**config.mk**
```make
export PLATFORM = sky130hd
export DESIGN_NAME = sump_cmd_decoder_flat
export DESIGN_NICKNAME = d
export VERILOG_FILES = /design/src/rtl/sump_pkg.sv /design/src/rtl/sump_cmd_decoder_if.sv /design/src/rtl/rx_idle_timer.sv /design/src/rtl/sump_cmd_decoder.sv /design/src/flat_wrapper.sv
export SDC_FILE = /design/constraint.sdc
export NUM_CORES = 1
export LEC_CHECK = 0
export CORE_UTILIZATION = 30
export DETAILED_ROUTE_END_ITERATION = 8
export SLEW_MARGIN = 40
export SYNTH_ARGS = -nofsm -noshare
export SYNTH_HDL_FRONTEND = slang
export SYNTH_SLANG_ARGS = --single-unit
export TNS_END_PERCENT = 1
```
**constraint.sdc**
```tcl
create_clock -name clock -period 2.37 [get_ports clock]
set_clock_uncertainty 0.2 [all_clocks]
set_input_delay 0.474 -clock clock [delete_from_list [all_inputs] [get_ports clock]]
set_output_delay 0.474 -clock clock [all_outputs]
set_load 0.01 [all_outputs]
```
**src/rtl/sump_pkg.sv**
```systemverilog
// Shared SUMP protocol constants and the state encodings used by the
// receive-side command decoder.
package sump_pkg;

  localparam logic [7:0] OP_RESET   = 8'h00;
  localparam logic [7:0] OP_ARM     = 8'h01;
  localparam logic [7:0] OP_ID      = 8'h02;
  localparam logic [7:0] OP_META    = 8'h04;
  localparam logic [7:0] OP_XON     = 8'h11;
  localparam logic [7:0] OP_XOFF    = 8'h13;
  localparam logic [7:0] OP_DIVIDER = 8'h80;
  localparam logic [7:0] OP_CNT     = 8'h81;
  localparam logic [7:0] OP_FLAGS   = 8'h82;

  typedef enum logic [0:0] {
    P_IDLE = 1'b0,
    P_ARG  = 1'b1
  } parser_state_e;

  typedef enum logic [1:0] {
    R_IDLE = 2'd0,
    R_HOLD = 2'd1,
    R_BUSY = 2'd2
  } req_state_e;

  // Opcodes that ask metadata_sender to transmit something.
  function automatic logic is_meta_op(input logic [7:0] op);
    return (op == OP_ID) || (op == OP_META);
  endfunction

endpackage

```
**src/rtl/sump_cmd_decoder_if.sv**
```systemverilog
// Byte stream in, command strobes and metadata request out, between the
// UART/metadata side (master) and the command decoder (slave).
interface sump_cmd_decoder_if;

  logic [7:0]  rx_byte;
  logic        rx_valid;
  logic        meta_busy;
  logic        cmd_valid;
  logic        cmd_long;
  logic [7:0]  cmd_opcode;
  logic [31:0] cmd_data;
  logic        sump_reset;
  logic        arm;
  logic        begin_meta_transmit;
  logic        send_id;
  logic        req_dropped;
  logic        cmd_timeout;

  modport master (
    output rx_byte, rx_valid, meta_busy,
    input  cmd_valid, cmd_long, cmd_opcode, cmd_data, sump_reset, arm,
    input  begin_meta_transmit, send_id, req_dropped, cmd_timeout
  );

  modport slave (
    input  rx_byte, rx_valid, meta_busy,
    output cmd_valid, cmd_long, cmd_opcode, cmd_data, sump_reset, arm,
    output begin_meta_transmit, send_id, req_dropped, cmd_timeout
  );

endinterface

```
**src/rtl/rx_idle_timer.sv**
```systemverilog
// Counts idle cycles while enabled; expire is high during the CYCLES-th
// consecutive idle cycle, and never in a cycle where clear is asserted.
module rx_idle_timer #(
  parameter int CYCLES = 1_000_000
) (
  input  logic clock,
  input  logic reset,
  input  logic clear,
  input  logic enable,
  output logic expire
);

  localparam int CW = $clog2(CYCLES + 1);
  localparam logic [CW-1:0] LAST = CW'(CYCLES - 1);

  logic [CW-1:0] cnt_reg;

  assign expire = enable && !clear && (cnt_reg == LAST);

  always_ff @(posedge clock) begin
    if (reset || clear || expire) begin
      cnt_reg <= '0;
    end else if (enable) begin
      cnt_reg <= cnt_reg + CW'(1);
    end
  end

endmodule

```
**src/rtl/sump_cmd_decoder.sv**
```systemverilog
// SUMP receive-side command parser: assembles short and long commands,
// pulses capture strobes and drives the held metadata/ID request.
module sump_cmd_decoder
  import sump_pkg::*;
#(
  parameter int TIMEOUT_CYCLES = 1_000_000
) (
  input logic clock,
  input logic reset,
  sump_cmd_decoder_if.slave bus
);

  parser_state_e p_state_reg;
  req_state_e    r_state_reg;
  logic [1:0]    arg_cnt_reg;
  logic [7:0]    long_op_reg;
  logic [23:0]   shadow_reg;

  logic        cmd_valid_reg;
  logic        cmd_long_reg;
  logic [7:0]  cmd_opcode_reg;
  logic [31:0] cmd_data_reg;
  logic        sump_reset_reg;
  logic        arm_reg;
  logic        bmt_reg;
  logic        send_id_reg;
  logic        req_dropped_reg;
  logic        cmd_timeout_reg;

  logic short_done;
  logic long_done;
  logic meta_cmd;
  logic meta_accept;
  logic in_arg;
  logic expire;

  always_comb begin
    in_arg      = (p_state_reg == P_ARG);
    short_done  = bus.rx_valid && !in_arg && !bus.rx_byte[7];
    long_done   = bus.rx_valid && in_arg && (arg_cnt_reg == 2'd3);
    meta_cmd    = short_done && is_meta_op(bus.rx_byte);
    meta_accept = meta_cmd && (r_state_reg == R_IDLE) && !bus.meta_busy;
  end

  rx_idle_timer #(
    .CYCLES(TIMEOUT_CYCLES)
  ) u_idle_timer (
    .clock  (clock),
    .reset  (reset),
    .clear  (bus.rx_valid),
    .enable (in_arg),
    .expire (expire)
  );

  // Parser and command outputs. Argument bytes 0..2 collect in the shadow
  // register so a discarded command never disturbs cmd_data.
  always_ff @(posedge clock) begin
    if (reset) begin
      p_state_reg     <= P_IDLE;
      arg_cnt_reg     <= '0;
      long_op_reg     <= '0;
      shadow_reg      <= '0;
      cmd_valid_reg   <= 1'b0;
      cmd_long_reg    <= 1'b0;
      cmd_opcode_reg  <= '0;
      cmd_data_reg    <= '0;
      sump_reset_reg  <= 1'b0;
      arm_reg         <= 1'b0;
      req_dropped_reg <= 1'b0;
      cmd_timeout_reg <= 1'b0;
    end else begin
      cmd_valid_reg   <= short_done || long_done;
      sump_reset_reg  <= short_done && (bus.rx_byte == OP_RESET);
      arm_reg         <= short_done && (bus.rx_byte == OP_ARM);
      req_dropped_reg <= meta_cmd && !meta_accept;
      cmd_timeout_reg <= expire;

      if (short_done) begin
        cmd_opcode_reg <= bus.rx_byte;
        cmd_data_reg   <= '0;
        cmd_long_reg   <= 1'b0;
      end else if (long_done) begin
        cmd_opcode_reg <= long_op_reg;
        cmd_data_reg   <= {bus.rx_byte, shadow_reg};
        cmd_long_reg   <= 1'b1;
      end

      case (p_state_reg)
        P_IDLE: begin
          if (bus.rx_valid && bus.rx_byte[7]) begin
            long_op_reg <= bus.rx_byte;
            arg_cnt_reg <= '0;
            p_state_reg <= P_ARG;
          end
        end
        P_ARG: begin
          if (bus.rx_valid) begin
            shadow_reg  <= {bus.rx_byte, shadow_reg[23:8]};
            arg_cnt_reg <= arg_cnt_reg + 2'd1;
            if (arg_cnt_reg == 2'd3) begin
              p_state_reg <= P_IDLE;
            end
          end else if (expire) begin
            p_state_reg <= P_IDLE;
          end
        end
        default: p_state_reg <= P_IDLE;
      endcase
    end
  end

  // Request handshake. A reset command cancels a held request one cycle
  // after its strobe, unless the sender has already picked it up.
  always_ff @(posedge clock) begin
    if (reset) begin
      r_state_reg <= R_IDLE;
      bmt_reg     <= 1'b0;
      send_id_reg <= 1'b0;
    end else begin
      case (r_state_reg)
        R_IDLE: begin
          if (meta_accept) begin
            send_id_reg <= (bus.rx_byte == OP_ID);
            bmt_reg     <= 1'b1;
            r_state_reg <= R_HOLD;
          end
        end
        R_HOLD: begin
          if (bus.meta_busy) begin
            bmt_reg     <= 1'b0;
            r_state_reg <= R_BUSY;
          end else if (sump_reset_reg) begin
            bmt_reg     <= 1'b0;
            r_state_reg <= R_IDLE;
          end
        end
        R_BUSY: begin
          if (!bus.meta_busy) begin
            r_state_reg <= R_IDLE;
          end
        end
        default: begin
          bmt_reg     <= 1'b0;
          r_state_reg <= R_IDLE;
        end
      endcase
    end
  end

  assign bus.cmd_valid           = cmd_valid_reg;
  assign bus.cmd_long            = cmd_long_reg;
  assign bus.cmd_opcode          = cmd_opcode_reg;
  assign bus.cmd_data            = cmd_data_reg;
  assign bus.sump_reset          = sump_reset_reg;
  assign bus.arm                 = arm_reg;
  assign bus.begin_meta_transmit = bmt_reg;
  assign bus.send_id             = send_id_reg;
  assign bus.req_dropped         = req_dropped_reg;
  assign bus.cmd_timeout         = cmd_timeout_reg;

endmodule

```
**src/flat_wrapper.sv**
```systemverilog
// flat-port wrapper written by rule: the top's interface ports become plain ports
module sump_cmd_decoder_flat import sump_pkg::*;
#(
  parameter int TIMEOUT_CYCLES = 1_000_000
)
  (clock, reset, bus_rx_byte, bus_rx_valid, bus_meta_busy, bus_cmd_valid, bus_cmd_long, bus_cmd_opcode, bus_cmd_data, bus_sump_reset, bus_arm, bus_begin_meta_transmit, bus_send_id, bus_req_dropped, bus_cmd_timeout);
  sump_cmd_decoder_if bus_i ();
  input logic clock;
  input logic reset;
  input wire logic [$bits(bus_i.rx_byte)-1:0] bus_rx_byte;
  input wire logic [$bits(bus_i.rx_valid)-1:0] bus_rx_valid;
  input wire logic [$bits(bus_i.meta_busy)-1:0] bus_meta_busy;
  output wire logic [$bits(bus_i.cmd_valid)-1:0] bus_cmd_valid;
  output wire logic [$bits(bus_i.cmd_long)-1:0] bus_cmd_long;
  output wire logic [$bits(bus_i.cmd_opcode)-1:0] bus_cmd_opcode;
  output wire logic [$bits(bus_i.cmd_data)-1:0] bus_cmd_data;
  output wire logic [$bits(bus_i.sump_reset)-1:0] bus_sump_reset;
  output wire logic [$bits(bus_i.arm)-1:0] bus_arm;
  output wire logic [$bits(bus_i.begin_meta_transmit)-1:0] bus_begin_meta_transmit;
  output wire logic [$bits(bus_i.send_id)-1:0] bus_send_id;
  output wire logic [$bits(bus_i.req_dropped)-1:0] bus_req_dropped;
  output wire logic [$bits(bus_i.cmd_timeout)-1:0] bus_cmd_timeout;
  assign bus_i.rx_byte = bus_rx_byte;
  assign bus_i.rx_valid = bus_rx_valid;
  assign bus_i.meta_busy = bus_meta_busy;
  assign bus_cmd_valid = bus_i.cmd_valid;
  assign bus_cmd_long = bus_i.cmd_long;
  assign bus_cmd_opcode = bus_i.cmd_opcode;
  assign bus_cmd_data = bus_i.cmd_data;
  assign bus_sump_reset = bus_i.sump_reset;
  assign bus_arm = bus_i.arm;
  assign bus_begin_meta_transmit = bus_i.begin_meta_transmit;
  assign bus_send_id = bus_i.send_id;
  assign bus_req_dropped = bus_i.req_dropped;
  assign bus_cmd_timeout = bus_i.cmd_timeout;
  sump_cmd_decoder #(.TIMEOUT_CYCLES(TIMEOUT_CYCLES)) u_core (.clock(clock), .reset(reset), .bus(bus_i));
endmodule
```
After elaboration in Yosys (flattened, before gate mapping)
Cells that the tools add are included.
{"block": "word_totals", "out_inout_bits": 48, "register_bits": 105, "wordCells": 83}
{"block": "classes", "n_mux": 19, "n_eq_ne": 12, "bitwise": 2, "add_sub_neg": 2, "n_reduce_logical": 32}
{"operator": "$add A20 B1 Y20 const B", "count": 1}
{"operator": "$eq A20 B20 Y1 const B", "count": 1}
{"operator": "$mux W8", "count": 2}
{"operator": "$logic_and A1 B1 Y1", "count": 13}
{"operator": "$mux W2", "count": 6}
{"operator": "$eq A8 B1 Y1 const B", "count": 1}
{"operator": "$eq A8 B2 Y1 const B", "count": 1}
{"operator": "$eq A8 B3 Y1 const B", "count": 1}
{"operator": "$logic_not A8 Y1", "count": 1}
{"operator": "$reduce_and A2 Y1", "count": 4}
{"operator": "$mux W1", "count": 7}
{"operator": "$pmux W2 S3", "count": 1}
{"operator": "$reduce_and A3 Y1", "count": 2}
{"operator": "$logic_not A1 Y1", "count": 5}
{"operator": "$eq A2 B2 Y1 const B", "count": 2}
{"operator": "$logic_or A1 B1 Y1", "count": 4}
{"operator": "$ne A2 B1 Y1 const B", "count": 2}
{"operator": "$ne A2 B2 Y1 const B", "count": 2}
{"operator": "$pmux W2 S2", "count": 1}
{"operator": "$ne A3 B2 Y1 const B", "count": 1}
{"operator": "$pmux W1 S3", "count": 1}
{"operator": "$add A2 B1 Y2 const B", "count": 1}
{"operator": "$eq A2 B1 Y1 const B", "count": 1}
{"operator": "$logic_not A2 Y1", "count": 1}
{"operator": "other kinds (4)", "count": 5}

Depth between registers and ports, before layout
Gate-level depths: netlist of run 1.
{"block": "depth", "depth_word": 8, "mapped_depth": 7, "depth_no_buf": 5}

Modules after synthesis
Synthesis of run 1 repeated with hierarchy kept, for this count alone.
{"block": "unflattened", "cells_unflattened": 487, "hier_area_um2": 4041.4}
{"mod": "sump_cmd_decoder", "area_per_inst_um2": 3090.5, "seq_area_each_um2": 1701.6, "n_inst": 1, "cells_per_inst": 378}
{"mod": "rx_idle_timer", "area_per_inst_um2": 950.9, "seq_area_each_um2": 400.4, "n_inst": 1, "cells_per_inst": 109}

Least setup slack after synthesis of run 1
Ideal clock, no wire load.
{"block": "synth_timing", "path_type": "input-to-reg", "startpoint": "input bus_rx_valid", "endpoint": "register u_core.u_idle_timer.cnt_reg[15]", "cell_stages": 6, "required_time_ns": 2.055, "n_path_buf": 2, "arrival_time_ns": 2.007, "path_slack_ns": 0.048, "setup_ns": 0.115, "cell_sequence": "buf_2 > or4bb_1 > or4_4 > o21ai_2 > buf_6 > o21ba_1"}
{"block": "synth_via", "elab_chain_len": 4}
{"element": "start, declared", "line": "flat_wrapper.sv:11", "text": "input wire logic [$bits(bus_i.rx_valid)-1:0] bus_rx_valid;"}
{"element": "$logic_not A1 Y1", "line": "rx_idle_timer.sv:18", "text": "assign expire = enable && !clear && (cnt_reg == LAST);"}
{"element": "$logic_and A1 B1 Y1 (2 in a row)", "line": "rx_idle_timer.sv:18"}
{"element": "$logic_or A1 B1 Y1 (*)", "line": "rx_idle_timer.sv:21", "text": "if (reset || clear || expire) begin"}
{"element": "end signal, assigned", "line": "rx_idle_timer.sv:24", "text": "cnt_reg <= cnt_reg + CW'(1);"}
{"element": "end, declared", "line": "rx_idle_timer.sv:16", "text": "logic [CW-1:0] cnt_reg;"}
Every way passes the cells marked *; elsewhere a longest branch is shown, timed or not.
A chain may end at the register's enable or synchronous reset.

Final worst setup path of run 1
{"block": "layout_timing", "startpoint": "register u_core.u_idle_timer.cnt_reg[7]", "endpoint": "register u_core.u_idle_timer.cnt_reg[8]"}
{"block": "layout_via", "elab_chain_len": 3}
{"element": "parallel branches: the longest is 3 deep, another holds $add A20 B1 Y20"}
Several ways; the timed one is not identified.

==> results of run 1 <==
==> cell families after synthesis <==
logic type               count (synthesis)
AO/OA/AOI/OAI                          100
XOR/XNOR                                14
adder cells (fa/ha/maj)                  2
buffers and inverters                   34
flip-flops                             105
multiplexers                             1
AND/OR/NAND/NOR                        226
==> final timing paths <==
| check | slack, ps | from | cells past startpoint | to |
|---|---|---|---|---|
| max | 60 | u_core.u_idle_timer.cnt_reg[7] | 5 | u_core.u_idle_timer.cnt_reg[8] |
| min | 250 | u_core.shadow_reg[2] | 2 | u_core.bus.cmd_data[2] |
| max reg2reg | 60 | u_core.u_idle_timer.cnt_reg[7] | 5 | u_core.u_idle_timer.cnt_reg[8] |
| min reg2reg | 250 | u_core.shadow_reg[2] | 2 | u_core.bus.cmd_data[2] |
==> critical path: cells and delay by family, from the launching register on <==
kind | cells | cell delay [ps]
DFF | 1 | 350
AOI/OAI and AO/OA | 1 | 280
buffers and inverters | 1 | 200
and+or+nand+nor | 3 | 1170
==> synth_stat cells (2+ instances only) <==
cell type | instances | area share
and2_1 | 2 | 0.0032
nand2_1 | 148 | 0.14
nor3_1 | 6 | 0.0076
or3_1 | 4 | 0.0063
a21oi_1 | 80 | 0.10
nor4_1 | 5 | 0.0079
nor2_1 | 21 | 0.020
and3_1 | 3 | 0.0047
nor4b_1 | 2 | 0.0044
ha_1 | 2 | 0.0063
xor2_1 | 6 | 0.013
inv_1 | 2 | 0.0019
or4_1 | 7 | 0.013
xnor2_1 | 8 | 0.018
nand4_1 | 3 | 0.0047
o21ai_0 | 3 | 0.0038
dfxtp_1 | 105 | 0.53
buf_1 | 3 | 0.0028
a22oi_1 | 8 | 0.015
o31ai_1 | 4 | 0.0076
nand3_1 | 11 | 0.014
clkbuf_1 | 26 | 0.025
or2_2 | 2 | 0.0032
==> placed cells by master, fill, tap and decap left out, types with 4 or more instances in the layout <==
master | Yosys | layout
nor3_1 | 6 | 6
dfxtp_1 | 105 | 103
or4_1 | 7 | 7
clkbuf_16 | 0 | 10
clkdlybuf4s50_1 | 0 | 57
or3_1 | 4 | 4
buf_4 | 1 | 25
xor2_1 | 6 | 6
nand2_1 | 148 | 148
nand3_1 | 11 | 11
a21oi_1 | 80 | 80
o31ai_1 | 4 | 4
nor2_1 | 21 | 21
xnor2_1 | 8 | 8
nor4_1 | 5 | 5
a22oi_1 | 8 | 8
==> timing repair <==
| item | 4_1_cts | 5_1_grt |
|---|---|---|
| setup endpoints to repair | 0 | 20 |
| gates resized for setup | 0 | 4 |
| buffers inserted | 0 | 0 |
==> report_power, final <==
part           switching [mW]  internal (mW)  total [mW]
Combinational           0.121         0.0931       0.214
Clock                   0.673          0.861        1.53
Sequential             0.0149           1.79        1.80
==> per-layer routing <==
metal  vias to the layer above  track usage
met2                        84        0.226
met5                         -            0
li1                       1763            -
met4                         0       0.0886
met1                      1583        0.181
met3                        16       0.0227
==> per-stage QoR <==
stage	util	TNS [ps]
after floorplan	-	0
after detailed placement	0.383	-6940
final	0.410	0
after CTS	0.407	0
after global routing	0.410	0
after global placement	0.383	-5980
==> cell type report <==
class	instances	area, sq um	area share
Timing Repair Buffer	88	861	0.164
Sequential cell	105	2100	0.402
Clock inverter	6	71.3	0.0136
Multi-Input combinational cell	343	1740	0.332
Inverter	2	7.51	0.00143
Clock buffer	10	239	0.0457
Tap cell	172	215	0.0411
==> run summary, run 1 <==
max-slew violation count: 0
final wirelength: 9.36 mm
total CTS buffers: 9
Post-synth ARST share: 0
Critical-path top delay cell: or4_4
Fill cells: 1293
fmax: 433 MHz
Final Cycle Share: 0.975
hold-fix buffers at CTS: 0
Hold WS: 251 ps
Synth Area in XOR/XNOR: 0.0309
simple-gate share of the synthesized area: 0.258
# H-tree levels: 3
fraction of layout cells with a size suffix above 1: 0.101
Required @ worst endpoint: 2410 ps
max reg flops: 32
Post-Syn Instances: 482
DR WL/cell: 12.9 um
Max Root-Sink Buffers: 2
global-route wire length before repair: 15.0 mm
HPWL Detailed: 6.47 mm
Ant. Diodes: 0
met3 WL: 357 um
Die W: 117 um
RSZ-0062 raised after global routing: no
critical path's largest stage delay: 590 ps
Setup WS post-layout: 58.9 ps
placed instance area: 4890 sq um
P&R area growth vs syn: 31.8%
post-layout minimum cycle time: 2310 ps
leakage power: 1.73 nW
Design Area, Final: 5240 sq um
Die Ht: 117 um
ys flop type: dfxtp_1
sequential area share after synthesis: 0.529
pwr dens: 678 nW/um^2
main combinational cell family by area after synthesis: simple AND/OR/NAND/NOR gates
CP arrival: 2350 ps
cell area after synthesis: 3970 sq um
Setup-failing EPs final: 0
Max IR drop VDD: 0.000359 V
initial antenna violation count: 0
synthesized-area fraction occupied by ao, oa, aoi and oai cells: 0.138
Rows: 41
syn_area_per_cell: 8.24 sq um
GRT Util Overall: 0.142
Worst Path Max Fanout: 8
Final Hold Fails: 0
number of synthesized register bits: 105
Pwr Total: 3.55 mW
met1 WL: 4.39 mm
largest net degree at the start of global routing: 34
vias in the first global route: 3240
worst skew pair latency: 340 ps
Least-Margin Pin Slew: 436 ps
clk sinks: 105
nets: 563
initial DRC count: 135
Remaining Overflow, GRT: 0
Startpoint Class: register
CTS tree: built
Worst-path clk slew: 70 ps
crit-path cells: or4b_1 > or4_4 > o21ai_4 > clkbuf_16 > nor2_1
Remaining DRCs: 0
Starting Density: 0.311
Synth Warn #: 0
Port-buffer cells: 59
mux share of post-synthesis cell area: 0.00252
routed vias: 3446
metal2 WL: 4.37 mm
Non-Filler Instances: 726
CTS root buf: clkbuf_16
Yosys cell types: 44
Rel. slew slack: 0.709
crit end category: register
status: finished clean
Setup WS pre-CTS: -359 ps
Mapped Nets: 496
EDFF count, synth: 0
WS Path Type: reg2reg
Max Cap Violations: 0
Cells after DPL: 709
DR top layer: met4
Routed Antenna Nets: 0
vias per inst: 4.75
Die ar.: 13700 sq um
routability-driven placement congestion ratio: 0.789
post-synthesis adder-cell area fraction: 0.00630
io pins: 60
HP Class: reg2reg
DR pass1 iterations: 4
Core Region: 12800 sq um
Power figures use the tool's default switching activity.
==> run 2: changes to the inputs <==
Settings changed: CORE_MARGIN set to 5.
==> run summary, run 2 (synthesized netlist as in run 1, its figures left out) <==
status: finished clean
Max Root-Sink Buffers: 2 (unchanged)
initial antenna violation count: 0 (unchanged)
worst reg2reg setup slack: 100 ps (+40 ps)
routed vias: 3407 (-1.1%)
Die Ht: 125 um (+6.8%)
PostCTS Resize Cnt: 0 (unchanged)
hold-fix buffers at CTS: 0 (unchanged)
WS Path Type: in2reg
post-layout minimum cycle time: 2310 ps (+2.67 ps)
Remaining DRCs: 0 (unchanged)
switching part of the total power: 0.205 (-0.0223)
Post-CTS Setup Bufs: 0 (unchanged)
NetSw: 0.759 mW (-6.2%)
crit end category: register
nets: 561 (-0.36%)
Starting Density: 0.303 (-0.00740)
CP arrival: 2320 ps (-30 ps)
RSZ-0062 raised after global routing: no
Comb pwr share: 0.056 (-0.004)
worst skew pair latency: 330 ps (about the same)
Worst Path Max Fanout: 5 (-3)
fraction of layout cells with a size suffix above 1: 0.0942 (-0.00688)
HPWL Detailed: 6.59 mm (+1.9%)
most common cell after layout, fill and taps aside: nand2_1
Routed Antenna Nets: 0 (unchanged)
Pint: 2.93 mW (+7.0%)
P&R area growth vs syn: 31.7%
Cells after DPL: 710 (+0.14%)
Setup WS pre-CTS: -331 ps (+28.2 ps)
Rows: 42 (+2.4%)
vias in the first global route: 3265 (+0.77%)
fmax: 432 MHz (-0.12%)
Die ar.: 15600 sq um (+14%)
global-route wire length before repair: 15.8 mm (+5.2%)
placed instance area: 4860 sq um (-0.61%)
Flop pwr share: 0.488 (-0.020)
max-slew violation count: 0 (unchanged)
Setup WS post-layout: 56.3 ps (-2.67 ps)
DR WL/cell: 13.1 um (+1.9%)
Rel. slew slack: 0.590 (-0.119)
vias per inst: 4.68 (-1.4%)
Multi-input gate area: 1740 sq um (unchanged)
GRT Util Overall: 0.121 (-0.0216)
Port-buffer cells: 59 (unchanged)
CTS root buf: clkbuf_16
initial DRC count: 131 (-3.0%)
most frequent cells in the layout: 148 x nand2_1, 104 x dfxtp_1, 80 x a21oi_1, 58 x clkdlybuf4s50_1
Non-Filler Instances: 728 (+0.28%)
Max IR drop VDD: 0.000343 V (-4.5%)
max reg flops: 32 (unchanged)
leakage power: 1.72 nW (-1.1%)
pwr dens: 706 nW/um^2 (+4.1%)
routability-driven placement congestion ratio: 0.774 (-1.9%)
Max Cap Violations: 0 (unchanged)
Ant. Diodes: 0 (unchanged)
Least-Margin Pin Slew: 612 ps (+176 ps)
final wirelength: 9.57 mm (+2.2%)
Die W: 125 um (+6.8%)
total CTS buffers: 9 (unchanged)
DR pass1 iterations: 4 (unchanged)
Final Hold Fails: 0 (unchanged)
Clk pwr share: 0.456 (+0.024)
# H-tree levels: 3 (unchanged)
Fill cells: 1300 (+0.54%)
Required @ worst endpoint: 2370 ps (-40 ps)
Final Cycle Share: 0.976 (+0.00113)
Remaining Overflow, GRT: 0 (unchanged)
clk sinks: 105 (unchanged)
Startpoint Class: input pin
Worst-path clk slew: 70 ps (about the same)
io pins: 60 (unchanged)
largest net degree at the start of global routing: 46 (+35%)
final core occ: 0.400 (-0.0102)
Core Region: 13100 sq um (+2.4%)
Setup-failing EPs final: 0 (unchanged)
register area: 2100 sq um (about the same)
HP Class: reg2reg
Design Area, Final: 5230 sq um (-0.12%)
CTS tree: built
run 2: cell types whose count changed in the layout (fill, tap and decap cells not counted), moves of 2 or more:
cell	delta
bufinv_16	+2
buf_4	-4
inv_6	-2
buf_6	+2
buf_2	+2
run 2: worst paths after layout:
path                          end  cells past startpoint                            from
max                 u_core.in_arg                      6                    bus_rx_valid
min reg2reg  u_core.shadow_reg[0]                      2            u_core.shadow_reg[0]
min          u_core.shadow_reg[0]                      2            u_core.shadow_reg[0]
max reg2reg         u_core.in_arg                      5  u_core.u_idle_timer.cnt_reg[7]
run 2: area by class of cell:
cell class              count  share of cell area
clock inverters             5              0.0196
multi-input cells         343               0.332
clock buffers              11              0.0464
repair buffers             86               0.156
well taps                 176              0.0421
flip-flops and latches    105               0.402
inverters                   2             0.00144
run 2: routing by layer:
| metal | routed length (um) | vias to the layer above | GRT usage |
|---|---|---|---|
| met1 | 4640 | 1578 | 0.162 |
| met2 | 4550 | 66 | 0.191 |
| li1 | - | 1759 | - |
| met3 | 308 | 4 | 0.0333 |
| met4 | 72 | 0 | 0.0364 |
| met5 | 0 | - | 0 |
run 2: critical path, stage by stage:
cell,delay (ps)
clkdlybuf4s50_1,420
or4bb_1,480
or4_4,450
o21ai_4,230
buf_6,150
o221ai_1,100
run 2: metrics by stage:
step	power, mW	TNS, ps	hold slack [ps]
floorplan	1.95	0	232
global placement	2.04	-4620	242
detailed placement	2.05	-5100	246
CTS	3.75	0	256
global route	3.85	0	274
finish	3.69	0	255
run 2: power groups by stage:
| stage | combinational [mW] | sequential (mW) | clock, mW |
|---|---|---|---|
| 2_1_floorplan | 0.109 | 1.84 | 0 |
| 3_3_place_gp | 0.200 | 1.84 | 0 |
| 3_5_place_dp | 0.205 | 1.84 | 0 |
| 4_1_cts | 0.205 | 1.80 | 1.74 |
| 5_1_grt | 0.227 | 1.81 | 1.81 |
| 6_report | 0.206 | 1.80 | 1.68 |
==> run 3: changes to the inputs <==
Settings changed: PLACE_DENSITY set to 0.53.
==> run summary, run 3 (synthesized netlist as in run 1, its figures left out) <==
RSZ-0062 raised after global routing: no
Worst Path Max Fanout: 7 (+2)
most frequent cells in the layout: 148 x nand2_1, 105 x dfxtp_1, 80 x a21oi_1, 58 x clkdlybuf4s50_1, 28 x buf_4
placed instance area: 4910 sq um (+1.1%)
Remaining Overflow, GRT: 0 (unchanged)
Setup-failing EPs final: 0 (unchanged)
routability-driven placement congestion ratio: 0.827 (+6.8%)
Startpoint Class: register
io pins: 60 (unchanged)
Core Region: 13100 sq um (unchanged)
largest net degree at the start of global routing: 34 (-26%)
Max Root-Sink Buffers: 2 (unchanged)
clk sinks: 105 (unchanged)
max reg flops: 32 (unchanged)
P&R area growth vs syn: 32.2%
Final Hold Fails: 0 (unchanged)
Max Cap Violations: 0 (unchanged)
Hold EP: u_core.bus.cmd_data[12]
Pwr Total: 3.57 mW (-3.4%)
Starting Density: 0.303 (unchanged)
fmax: 433 MHz (+0.13%)
DR pass1 iterations: 4 (unchanged)
leakage power: 1.73 nW (+0.74%)
Worst-path clk slew: 70 ps (about the same)
initial DRC count: 173 (+32%)
post-layout minimum cycle time: 2310 ps (-3.03 ps)
hold-fix buffers at CTS: 0 (unchanged)
Multi-input gate area: 1740 sq um (unchanged)
Ant. Diodes: 0 (unchanged)
Setup WS post-layout: 59.3 ps (+3.03 ps)
Port-buffer cells: 59 (unchanged)
fraction of layout cells with a size suffix above 1: 0.104 (+0.00974)
Rows: 42 (unchanged)
Worst Hold Depth: 2 (unchanged)
GRT Util Overall: 0.130 (+0.00944)
r2r startpoint: u_core.u_idle_timer.cnt_reg[7]
Max IR drop VDD: 0.000300 V (-12%)
vias per inst: 4.75 (+1.4%)
Design Area, Final: 5250 sq um (+0.38%)
pwr dens: 680 nW/um^2 (-3.8%)
Remaining DRCs: 0 (unchanged)
setup tns final: 0 ps (unchanged)
CTS root buf: clkbuf_16
register area: 2100 sq um (about the same)
Hold WS: 256 ps (+1.15 ps)
Hold Path Origin: u_core.bus.cmd_data[12]
Least-Margin Pin Slew: 372 ps (-240 ps)
routed vias: 3483 (+2.2%)
Non-Filler Instances: 734 (+0.82%)
vias in the first global route: 3467 (+6.2%)
# H-tree levels: 3 (unchanged)
Die ar.: 15600 sq um (unchanged)
Required @ worst endpoint: 2410 ps (+40 ps)
Die W: 125 um (unchanged)
total CTS buffers: 9 (unchanged)
Cells after DPL: 717 (+0.99%)
max-slew violation count: 0 (unchanged)
CP arrival: 2350 ps (+30 ps)
status: finished clean
crit end category: register
Routed Antenna Nets: 0 (unchanged)
HP Class: reg2reg
global-route wire length before repair: 17.0 mm (+7.5%)
worst skew pair latency: 350 ps (+20 ps)
final core occ: 0.401 (+0.00153)
final wirelength: 10.0 mm (+4.9%)
worst reg2reg setup slack: 60 ps (-40 ps)
CTS tree: built
WS Path Type: reg2reg
Rel. slew slack: 0.751 (+0.161)
DR WL/cell: 13.7 um (+4.1%)
nets: 567 (+1.1%)
initial antenna violation count: 0 (unchanged)
Die Ht: 125 um (unchanged)
R2R cell count: 5 (unchanged)
HPWL Detailed: 6.82 mm (+3.4%)
Critical R2R Capture: u_core.u_idle_timer.cnt_reg[5]
Final Cycle Share: 0.975 (-0.00128)
most common cell after layout, fill and taps aside: nand2_1
Setup WS pre-CTS: -380 ps (-49.1 ps)
Fill cells: 1365 (+5.0%)
[run 3: cell count changes in the layout (fill, tap and decap cells not counted)]
cell,previous run,this run
inv_6,0,1
bufinv_16,3,1
clkinvlp_4,1,2
clkinv_2,1,0
clkbuf_1,1,0
clkinv_4,0,1
buf_2,3,1
buf_4,21,28
dfxtp_2,1,0
inv_8,0,1
buf_6,2,3
dfxtp_1,104,105
[run 3: metal layers]
metal	vias up	part of all wire	GRT usage	wire length [um]
met1	1612	0.48	0.172	4830
met5	-	0	0	0
li1	1773	-	-	-
met4	0	0.014	0.0421	143
met2	85	0.45	0.205	4530
met3	13	0.053	0.0384	531
[run 3: final cells by class]
class	instances	area share
Sequential cell	105	0.400
Clock buffer	10	0.0455
Timing Repair Buffer	92	0.166
Multi-Input combinational cell	343	0.331
Clock inverter	6	0.0141
Inverter	2	0.00143
Tap cell	176	0.0420
[run 3: how the worst max path moves through the flow]
stage / start / cells after the start / slack, ps / to
after floorplan: bus_rx_valid / 6 / 50 / u_core.u_idle_timer.cnt_reg[15]
after global placement: bus_rx_valid / 6 / -370 / u_core.u_idle_timer.cnt_reg[14]
after detailed placement: bus_rx_valid / 6 / -380 / u_core.u_idle_timer.cnt_reg[17]
after CTS: bus_rx_valid / 6 / 30 / u_core.u_idle_timer.cnt_reg[17]
after global routing: u_core.u_idle_timer.cnt_reg[6] / 5 / 10 / u_core.u_idle_timer.cnt_reg[7]
final: u_core.u_idle_timer.cnt_reg[7] / 5 / 60 / u_core.u_idle_timer.cnt_reg[5]
[run 3: power breakdown]
part,switching [mW],internal (mW)
registers,0.0158,1.79
logic,0.123,0.0925
clock network,0.687,0.861
total,0.826,2.74
[run 3: critical path, cell delays in order (launching register included)]
cell     delay, ps
dfxtp_1        360
or4b_1         560
or4_4          580
o21ai_4        280
buf_6          170
nor2_1          50
[run 3: repair_timing]
action,CTS,global route
endpoints found under the setup margin,6,16
pin swaps,0,2
cloned,0,1
endpoints found under the hold margin,0,0
buffers inserted,0,0
gates resized for setup,1,4
